<file path="src/rtl/de_sweep_pkg.sv">
// Shared types and sizing helpers for the truth-table sweeper.
package de_sweep_pkg;

  typedef enum logic [1:0] {
    ST_IDLE,
    ST_APPLY,
    ST_SAMPLE,
    ST_DONE
  } sweep_state_e;

  // Wide enough for any hold time in 1..15 cycles.
  localparam int SETTLE_W = 4;

  function automatic int num_vectors(input int n_inputs);
    return 1 << n_inputs;
  endfunction

endpackage

</file>
<file path="src/rtl/truth_table_sweeper_if.sv">
// Signals between the sweeper, the lab top level and the function under test.
interface truth_table_sweeper_if #(
  parameter int N_INPUTS = 3
) ();

  logic                     start;
  logic                     abort;
  logic                     y;
  logic [N_INPUTS-1:0]      vec;
  logic                     busy;
  logic                     done;
  logic                     pass;
  logic [2**N_INPUTS-1:0]   mismatch_mask;
  logic [N_INPUTS:0]        fail_count;

  modport master (
    output start, abort, y,
    input  vec, busy, done, pass, mismatch_mask, fail_count
  );

  modport slave (
    input  start, abort, y,
    output vec, busy, done, pass, mismatch_mask, fail_count
  );

endinterface

</file>
<file path="src/rtl/sweep_vector_counter.sv">
// Applied input vector plus the per-vector settle counter.
module sweep_vector_counter
  import de_sweep_pkg::*;
#(
  parameter int N_INPUTS      = 3,
  parameter int SETTLE_CYCLES = 1
) (
  input  logic                clk,
  input  logic                rst,
  input  logic                clear_i,
  input  logic                advance_i,
  input  logic                count_en_i,
  output logic [N_INPUTS-1:0] vec_o,
  output logic                settle_done_o
);

  logic [N_INPUTS-1:0] vec_q, vec_d;
  logic [SETTLE_W-1:0] cnt_q, cnt_d;

  assign settle_done_o = (cnt_q == SETTLE_W'(SETTLE_CYCLES - 1));
  assign vec_o         = vec_q;

  // NOTE: every combinational output gets a default first so no path infers a latch.
  always_comb begin
    vec_d = vec_q;
    cnt_d = cnt_q;
    if (clear_i) begin
      vec_d = '0;
      cnt_d = '0;
    end else if (advance_i) begin
      vec_d = vec_q + N_INPUTS'(1);
      cnt_d = '0;
    end else if (count_en_i && !settle_done_o) begin
      cnt_d = cnt_q + SETTLE_W'(1);
    end
  end

  // NOTE: state registers use non-blocking assignments so all flops update together.
  always_ff @(posedge clk) begin
    if (rst) begin
      vec_q <= '0;
      cnt_q <= '0;
    end else begin
      vec_q <= vec_d;
      cnt_q <= cnt_d;
    end
  end

endmodule

</file>
<file path="src/rtl/truth_table_sweeper.sv">
// Steps a 3-input function through all vectors, compares y to a golden mask
// and reports per-minterm mismatches, a fail count and a pass flag.
module truth_table_sweeper
  import de_sweep_pkg::*;
#(
  parameter int                     N_INPUTS      = 3,
  parameter logic [2**N_INPUTS-1:0] EXPECTED      = 8'h32,
  parameter int                     SETTLE_CYCLES = 1
) (
  input logic                   clk,
  input logic                   rst,
  truth_table_sweeper_if.slave  bus
);

  localparam int                  NUM_VECTORS = num_vectors(N_INPUTS);
  localparam logic [N_INPUTS-1:0] LAST_VEC    = N_INPUTS'(NUM_VECTORS - 1);

  sweep_state_e             state_q, state_d;
  logic [NUM_VECTORS-1:0]   mask_q, mask_d;
  logic [N_INPUTS:0]        fail_q, fail_d;
  logic                     pass_q, pass_d;
  logic                     done_q, done_d;
  logic                     clear, advance, count_en, settle_done;

  sweep_vector_counter #(
    .N_INPUTS      (N_INPUTS),
    .SETTLE_CYCLES (SETTLE_CYCLES)
  ) u_counter (
    .clk           (clk),
    .rst           (rst),
    .clear_i       (clear),
    .advance_i     (advance),
    .count_en_i    (count_en),
    .vec_o         (bus.vec),
    .settle_done_o (settle_done)
  );

  always_comb begin
    state_d  = state_q;
    mask_d   = mask_q;
    fail_d   = fail_q;
    pass_d   = pass_q;
    done_d   = 1'b0;
    clear    = 1'b0;
    advance  = 1'b0;
    count_en = 1'b0;
    unique case (state_q)
      ST_IDLE: begin
        if (bus.start) begin
          state_d = ST_APPLY;
          clear   = 1'b1;
          mask_d  = '0;
          fail_d  = '0;
          pass_d  = 1'b0;
        end
      end
      ST_APPLY, ST_SAMPLE: begin
        // Abort keeps the partial mismatch results for inspection.
        if (bus.abort) begin
          state_d = ST_IDLE;
          clear   = 1'b1;
          pass_d  = 1'b0;
        end else if (state_q == ST_APPLY) begin
          count_en = 1'b1;
          if (settle_done) state_d = ST_SAMPLE;
        end else begin
          if (bus.y != EXPECTED[bus.vec]) begin
            mask_d[bus.vec] = 1'b1;
            fail_d          = fail_q + (N_INPUTS + 1)'(1);
          end
          if (bus.vec == LAST_VEC) begin
            state_d = ST_DONE;
          end else begin
            advance = 1'b1;
            state_d = ST_APPLY;
          end
        end
      end
      ST_DONE: begin
        state_d = ST_IDLE;
        done_d  = 1'b1;
        pass_d  = (mask_q == '0);
      end
      default: state_d = ST_IDLE;
    endcase
  end

  always_ff @(posedge clk) begin
    if (rst) begin
      state_q <= ST_IDLE;
      mask_q  <= '0;
      fail_q  <= '0;
      pass_q  <= 1'b0;
      done_q  <= 1'b0;
    end else begin
      state_q <= state_d;
      mask_q  <= mask_d;
      fail_q  <= fail_d;
      pass_q  <= pass_d;
      done_q  <= done_d;
    end
  end

  assign bus.busy          = (state_q != ST_IDLE);
  assign bus.done          = done_q;
  assign bus.pass          = pass_q;
  assign bus.mismatch_mask = mask_q;
  assign bus.fail_count    = fail_q;

endmodule

</file>
<file path="src/flat_wrapper.sv">
// flat-port wrapper written by rule: the top's interface ports become plain ports
module truth_table_sweeper_flat import de_sweep_pkg::*;
#(
  parameter int                     N_INPUTS      = 3,
  parameter logic [2**N_INPUTS-1:0] EXPECTED      = 8'h32,
  parameter int                     SETTLE_CYCLES = 1
)
  (clk, rst, bus_start, bus_abort, bus_y, bus_vec, bus_busy, bus_done, bus_pass, bus_mismatch_mask, bus_fail_count);
  truth_table_sweeper_if #(.N_INPUTS(N_INPUTS)) bus_i ();
  input logic clk;
  input logic rst;
  input wire logic [$bits(bus_i.start)-1:0] bus_start;
  input wire logic [$bits(bus_i.abort)-1:0] bus_abort;
  input wire logic [$bits(bus_i.y)-1:0] bus_y;
  output wire logic [$bits(bus_i.vec)-1:0] bus_vec;
  output wire logic [$bits(bus_i.busy)-1:0] bus_busy;
  output wire logic [$bits(bus_i.done)-1:0] bus_done;
  output wire logic [$bits(bus_i.pass)-1:0] bus_pass;
  output wire logic [$bits(bus_i.mismatch_mask)-1:0] bus_mismatch_mask;
  output wire logic [$bits(bus_i.fail_count)-1:0] bus_fail_count;
  assign bus_i.start = bus_start;
  assign bus_i.abort = bus_abort;
  assign bus_i.y = bus_y;
  assign bus_vec = bus_i.vec;
  assign bus_busy = bus_i.busy;
  assign bus_done = bus_i.done;
  assign bus_pass = bus_i.pass;
  assign bus_mismatch_mask = bus_i.mismatch_mask;
  assign bus_fail_count = bus_i.fail_count;
  truth_table_sweeper #(.N_INPUTS(N_INPUTS), .EXPECTED(EXPECTED), .SETTLE_CYCLES(SETTLE_CYCLES)) u_core (.clk(clk), .rst(rst), .bus(bus_i));
endmodule
</file>
<file path="config.mk">
export PLATFORM = sky130hd
export DESIGN_NAME = truth_table_sweeper_flat
export DESIGN_NICKNAME = d
export VERILOG_FILES = /design/src/rtl/de_sweep_pkg.sv /design/src/rtl/truth_table_sweeper_if.sv /design/src/rtl/sweep_vector_counter.sv /design/src/rtl/truth_table_sweeper.sv /design/src/flat_wrapper.sv
export SDC_FILE = /design/constraint.sdc
export NUM_CORES = 1
export LEC_CHECK = 0
export BUFFER_PORTS_ARGS = -buffer_cell sky130_fd_sc_hd__buf_2
export CORE_ASPECT_RATIO = 1.4
export CORE_MARGIN = 10
export CORE_UTILIZATION = 49
export CTS_BUF_LIST = sky130_fd_sc_hd__clkbuf_8 sky130_fd_sc_hd__clkbuf_16
export CTS_CLUSTER_DIAMETER = 30
export DETAILED_ROUTE_END_ITERATION = 8
export PLACE_DENSITY = 0.74
export SKIP_LAST_GASP = 1
export SLEW_MARGIN = 20
export SYNTH_ARGS = -nofsm -noshare
export SYNTH_HDL_FRONTEND = slang
export SYNTH_SLANG_ARGS = --single-unit
</file>
<file path="constraint.sdc">
create_clock -name clk -period 1.9 [get_ports clk]
set_input_delay 0.095 -clock clk [delete_from_list [all_inputs] [get_ports clk]]
set_output_delay 0.095 -clock clk [all_outputs]
set_load 0.05 [all_outputs]
</file>
* Word level (Yosys, flattened, before mapping)
Memory sizes are Yosys's and may differ from the RTL's. A register that Yosys moved wholly into a read port is not among the register bits.
Cells that the tools add are included.
** Storage, ports and cells
- Input bits :: 5
- Bits in registers :: 23
- Output and inout port bits :: 18
- Memory bits (read-only) :: 8
- Logic and storage cells :: 74
- Memories :: 1
** Cells by class
- Order comparisons :: 2
- Bitwise logic cells :: 1
- Eq/ne operators :: 11
- Reductions and logical operators :: 14
- Add/subtract/negate cells :: 3
- Muxes and demuxes :: 35
** Memory list
- (name not given) :: depth 8, bits a word 1, rd ports 1, clocked after Yosys merged registers in 1, wr ports 0, RTL line truth_table_sweeper.sv:67 : if (bus.y != EXPECTED[bus.vec]) begin
** Operators with widths (count)
- $mux W8 :: 4
- $mux W4 :: 4
- $pmux W8 S2 :: 1
- $mux W1 :: 14
- $mux W2 :: 5
- $add A4 B1 Y4 const B :: 2
- $logic_not A8 Y1 :: 1
- $ne A2 B2 Y1 const B :: 4
- $or A8 B8 Y8 :: 1
- $pmux W4 S2 :: 1
- $mux W3 :: 2
- $pmux W2 S3 :: 1
- $reduce_and A5 Y1 :: 1
- $eq A2 B2 Y1 const B :: 2
- $logic_not A4 Y1 :: 1
- $lt A3 B4 Y1 const B :: 1
- $ne A4 B4 Y1 const B :: 1
- $reduce_and A2 Y1 :: 2
- $reduce_bool A2 Y1 :: 2
- $reduce_or A2 Y1 :: 2
- $add A3 B1 Y3 const B :: 1
- $demux W1 S3 :: 1
- $eq A3 B3 Y1 const B :: 1
- $ge A3 B1 Y1 const B :: 1
- 9 further kinds :: 10

* Logic depth before layout (Yosys ltp)
- Word-level depth :: 9
- Gate-level depth with buffers :: 7
- Gate-level depth less buffers :: 6

* By module
Synthesis repeated with hierarchy kept, for this count alone.
** Unflattened totals
- Cell total of the unflattened synthesis :: 134
- Area, all modules :: 1251.2 um^2
** Modules (own cells, without submodules)
- truth_table_sweeper :: sequential area each 320.3 um^2, instances 1, cells each 98, area each 914.6 um^2
- sweep_vector_counter :: sequential area each 140.1 um^2, instances 1, cells each 36, area each 336.6 um^2

* Least setup slack after synthesis
No wires, ideal clock.
- Path type :: register -> register
- Start point :: reg u_core.state_q[0]
- End point :: reg u_core.mask_q[6], in the netlist u_core.bus.mismatch_mask[6]
- Buffers on the path :: 1
- Cell stages (with the launch flop) :: 8
- Arrival time :: 1.746 ns
- Period minus slack after synthesis :: 1.841 ns
- Path slack :: 0.059 ns
- Setup time :: 0.096 ns
- Data required time :: 1.804 ns
- Cell sequence :: dfxtp_1 > inv_1 > ha_1 > buf_6 > nor2_1 > a2111oi_4 > nand2_4 > o41ai_2
** On the way
- Longest elaborated chain between the ends :: 4
- Elaborated cells on any way between the ends :: 11
- Those cells by class :: 6 x eq/ne; 1 x mux; 4 x reduce/logical
** RTL lines
- from (decl) :: RTL line truth_table_sweeper.sv:18 : sweep_state_e state_q, state_d;
- from (signal assigned) :: RTL line truth_table_sweeper.sv:96 : state_q <= state_d;
- $eq A2 B2 Y1 or $eq A2 B1 Y1 (tied branches) :: RTL line truth_table_sweeper.sv:47, truth_table_sweeper.sv:63
- $reduce_or A2 Y1 :: RTL line truth_table_sweeper.sv:47 : unique case (state_q)
- $ne A2 B2 Y1 (no line) (tied with other cells)
- $reduce_and A5 Y1 (no line)
- to (signal assigned) :: RTL line truth_table_sweeper.sv:97 : mask_q <= mask_d;
- to (decl) :: RTL line truth_table_sweeper.sv:19 : logic [NUM_VECTORS-1:0] mask_q, mask_d;
Parallel ways exist; a longest one is shown, timed or not.
A chain may end at the register's enable or synchronous reset.

* Worst setup path in the final report
- Start point :: reg u_core.state_q[1]
- End point :: reg u_core.mask_q[6], in the netlist u_core.bus.mismatch_mask[6]
Same word-level chain as after synthesis.

==> summary.md <==
| Metric | Value |
|---|---|
| WHS | 152.8 ps |
| Cell area after synthesis | 1264 µm² |
| Final ANT Viol Nets | 0 |
| Post-DP HPWL | 2157 µm |
| Fin. Hold Viols | 0 |
| Placement Cell Area | 1441 µm² |
| Design area | 1518 µm² |
| Synth top area share | 0.3802 |
| Clk root buf | clkbuf_8 |
| H-tree Lvls | 1 |
| Pins Over Slew Limit | 0 |
| Total track usage | 0.1095 |
| Number of remaining DRC errors | 0 |
| Initial antenna violation count | 0 |
| Die X | 62.92 µm |
| Top-count cell post-synth | dfxtp_1 |
| Worst slew pin tran | 388.1 ps |
| Fraction of layout cells with a size suffix above 1 | 0.2857 |
| Cells along the critical path | inv_1 > ha_2 > nor4bb_1 > buf_4 > or2_2 > o41ai_2 |
| I/O pins | 23 |
| Core area | 2444 µm² |
| CP Max Fanout | 6 |
| Fin crit share | 0.9556 |
| Clk buf depth | 2 |
| Worst slew margin | 0.7409 |
| Row cnt | 21 |
| TritonCTS Buffers | 3 |
| Syn avg cell area | 9.027 µm² |
| Area Overhead vs Synth | 20.10% |
| Routed vias | 1,093 |
| Library cells used by synthesis | 43 |
| Fmax | 550.8 MHz |
| Synthesis-stage register bit count | 24 |
| Vias in the first global route | 1,118 |
| CP required | 2070 ps |
| Routed WL | 2789 µm |
| GR Overflow Total | 0 |
| CP endpoint kind | register |
| Sequential area share after synthesis | 0.3802 |
| CTS tree | yes |
| Startpoint types | register |
| DR pass1 iterations | 4 |
| Post-Synthesis Cells | 140 |
| Pwr Density | 777.3 nW/µm² |
| Setup violations, final | 0 |
| Top cells by area, synth | dfxtp_1 38%, ha_1 7.9%, nor2_1 5.0% |
| Leak pwr | 0.6485 nW |
| Area leader, netlist | dfxtp_1 |
| Post-Syn Nets | 153 |
| Largest stage delay, worst path | 390 ps |
| Syn. warnings | 0 |
| FILL cells | 213 |
| Crit path DAT | 1990 ps |
| Die Area | 5039 µm² |
| Ant. Diodes | 0 |
| Skew-Pair Late Insertion Delay | 260 ps |
| Post-synth top cells | 24 x dfxtp_1, 17 x nor2_1, 10 x nand2_1 |
| Vias per cell | 5.411 |
| Initial Util | 0.5172 |
| Clock-pin slew on the worst setup and hold paths | 80 ps |
| Outcome | finished, final reports clean |
| Initial drt markers | 37 |
| Async SR Flop Fraction | 0 |
| Max_cap viols | 0 |
| Worst hold path class | in2reg |
| First-pass GRT wire length | 4698 µm |
| Crit Path Class | reg2reg |
| Nets | 182 |
| Largest delay share family, worst path | simple AND/OR/NAND/NOR gates |
| Total Power | 1.180 mW |
| Number of enable flip-flop cells after synthesis | 0 |
| Clock tree sinks | 24 |
| Min Clock Period, post-route | 1816 ps |
| Crit path buf inv count | 2 |
| Crit-path slowest cell | ha_2 |
| Die height | 80.09 µm |
| Final clock skew | 0.8506 ps |
| Max VDD drop | 0.0005854 V |
| WL/cell | 13.81 µm |
| RD Place Congestion | 0.8471 |
| Largest net degree at the start of global routing | 14 |
| Buffers added on ports | 22 |
| Ys flop type | dfxtp_1 |
-- worst register-to-register path, cell delays in order (launching register included) --
cell      delay [ps]
dfxtp_1          370
inv_1             80
ha_2             390
nor4bb_1          80
buf_4            140
or2_2            340
o41ai_2          330
-- placed cells by master, fill, tap and decap left out, types with 3 or more instances in the layout --
master / instances
xnor2_1: 3
inv_1: 6
or3_1: 4
nand2_1: 10
buf_4: 9
nor2b_1: 4
nor2_1: 16
dfxtp_1: 24
clkbuf_8: 4
a31oi_1: 3
ha_1: 7
nor3_1: 4
nand3_1: 3
a21oi_1: 6
buf_2: 22
mux2i_1: 4
-- timing repair --
| action | CTS | global route |
|---|---|---|
| hold buffers | 0 | 0 |
| setup endpoints to repair | 0 | 14 |
| resized for setup | 0 | 4 |
| setup buffers | 0 | 1 |
-- metrics by stage --
step,setup TNS (ps),cells,worst slack [ps],util
floorplan,0,140,58.71,-
global placement,0,197,113.6,0.5899
detailed placement,0,197,41.30,0.5899
CTS,0,201,17.72,0.6124
global route,-7.065,202,-7.065,0.6211
finish,0,202,84.43,0.6211
-- final cells by class --
cell class	instances	area (µm²)	area share
repair buffers	31	177.7	0.1171
inverters	6	22.52	0.01484
clock buffers	4	55.05	0.03627
well taps	34	42.54	0.02803
multi-input cells	103	739.5	0.4872
flip-flops and latches	24	480.5	0.3166
-- routing by layer --
layer / global-route usage / part of all wire
met4: 0.04260 / 0.0086
met5: 0 / 0
met1: 0.1183 / 0.45
met3: 0.03056 / 0.047
met2: 0.1976 / 0.50
-- path summary, 6_finish.rpt --
| check | to | depth (start not counted) | slack [ps] | from |
|---|---|---|---|---|
| setup / recovery | u_core.bus.mismatch_mask[6] | 6 | 80 | u_core.state_q[1] |
| hold / removal | u_core.bus.done | 2 | 150 | rst |
| setup reg to reg | u_core.bus.mismatch_mask[6] | 6 | 80 | u_core.state_q[1] |
| hold reg to reg | u_core.bus.mismatch_mask[5] | 2 | 470 | u_core.bus.mismatch_mask[5] |
-- sequential cells by signal, indices dropped and copies added, names as in the netlist, named ones only --
name,count
u_core.bus.done,1
u_core.bus.fail_count,4
u_core.state_q,2
u_core.bus.mismatch_mask,8
u_core.bus.pass,1
u_core.u_counter.cnt_q,4
u_core.u_counter.vec_o,3
-- logic make-up (layout without fill, tap and decap cells) --
group,count (synthesis),after routing,synth area share
DFF,24,24,0.3802
AOI/OAI and AO/OA,26,26,0.1664
xor gates and xnor gates,4,4,0.02773
buffers and inverters,13,41,0.04554
muxes,4,4,0.03168
and+or+nand+nor,61,61,0.2693
adders and majority gates,8,8,0.07921
-- power by group --
group	internal (mW)	switching, mW
clock network	0.185	0.159
logic	0.113	0.190
registers	0.518	0.0145
No activity file was read; power rests on OpenSTA's default activity.
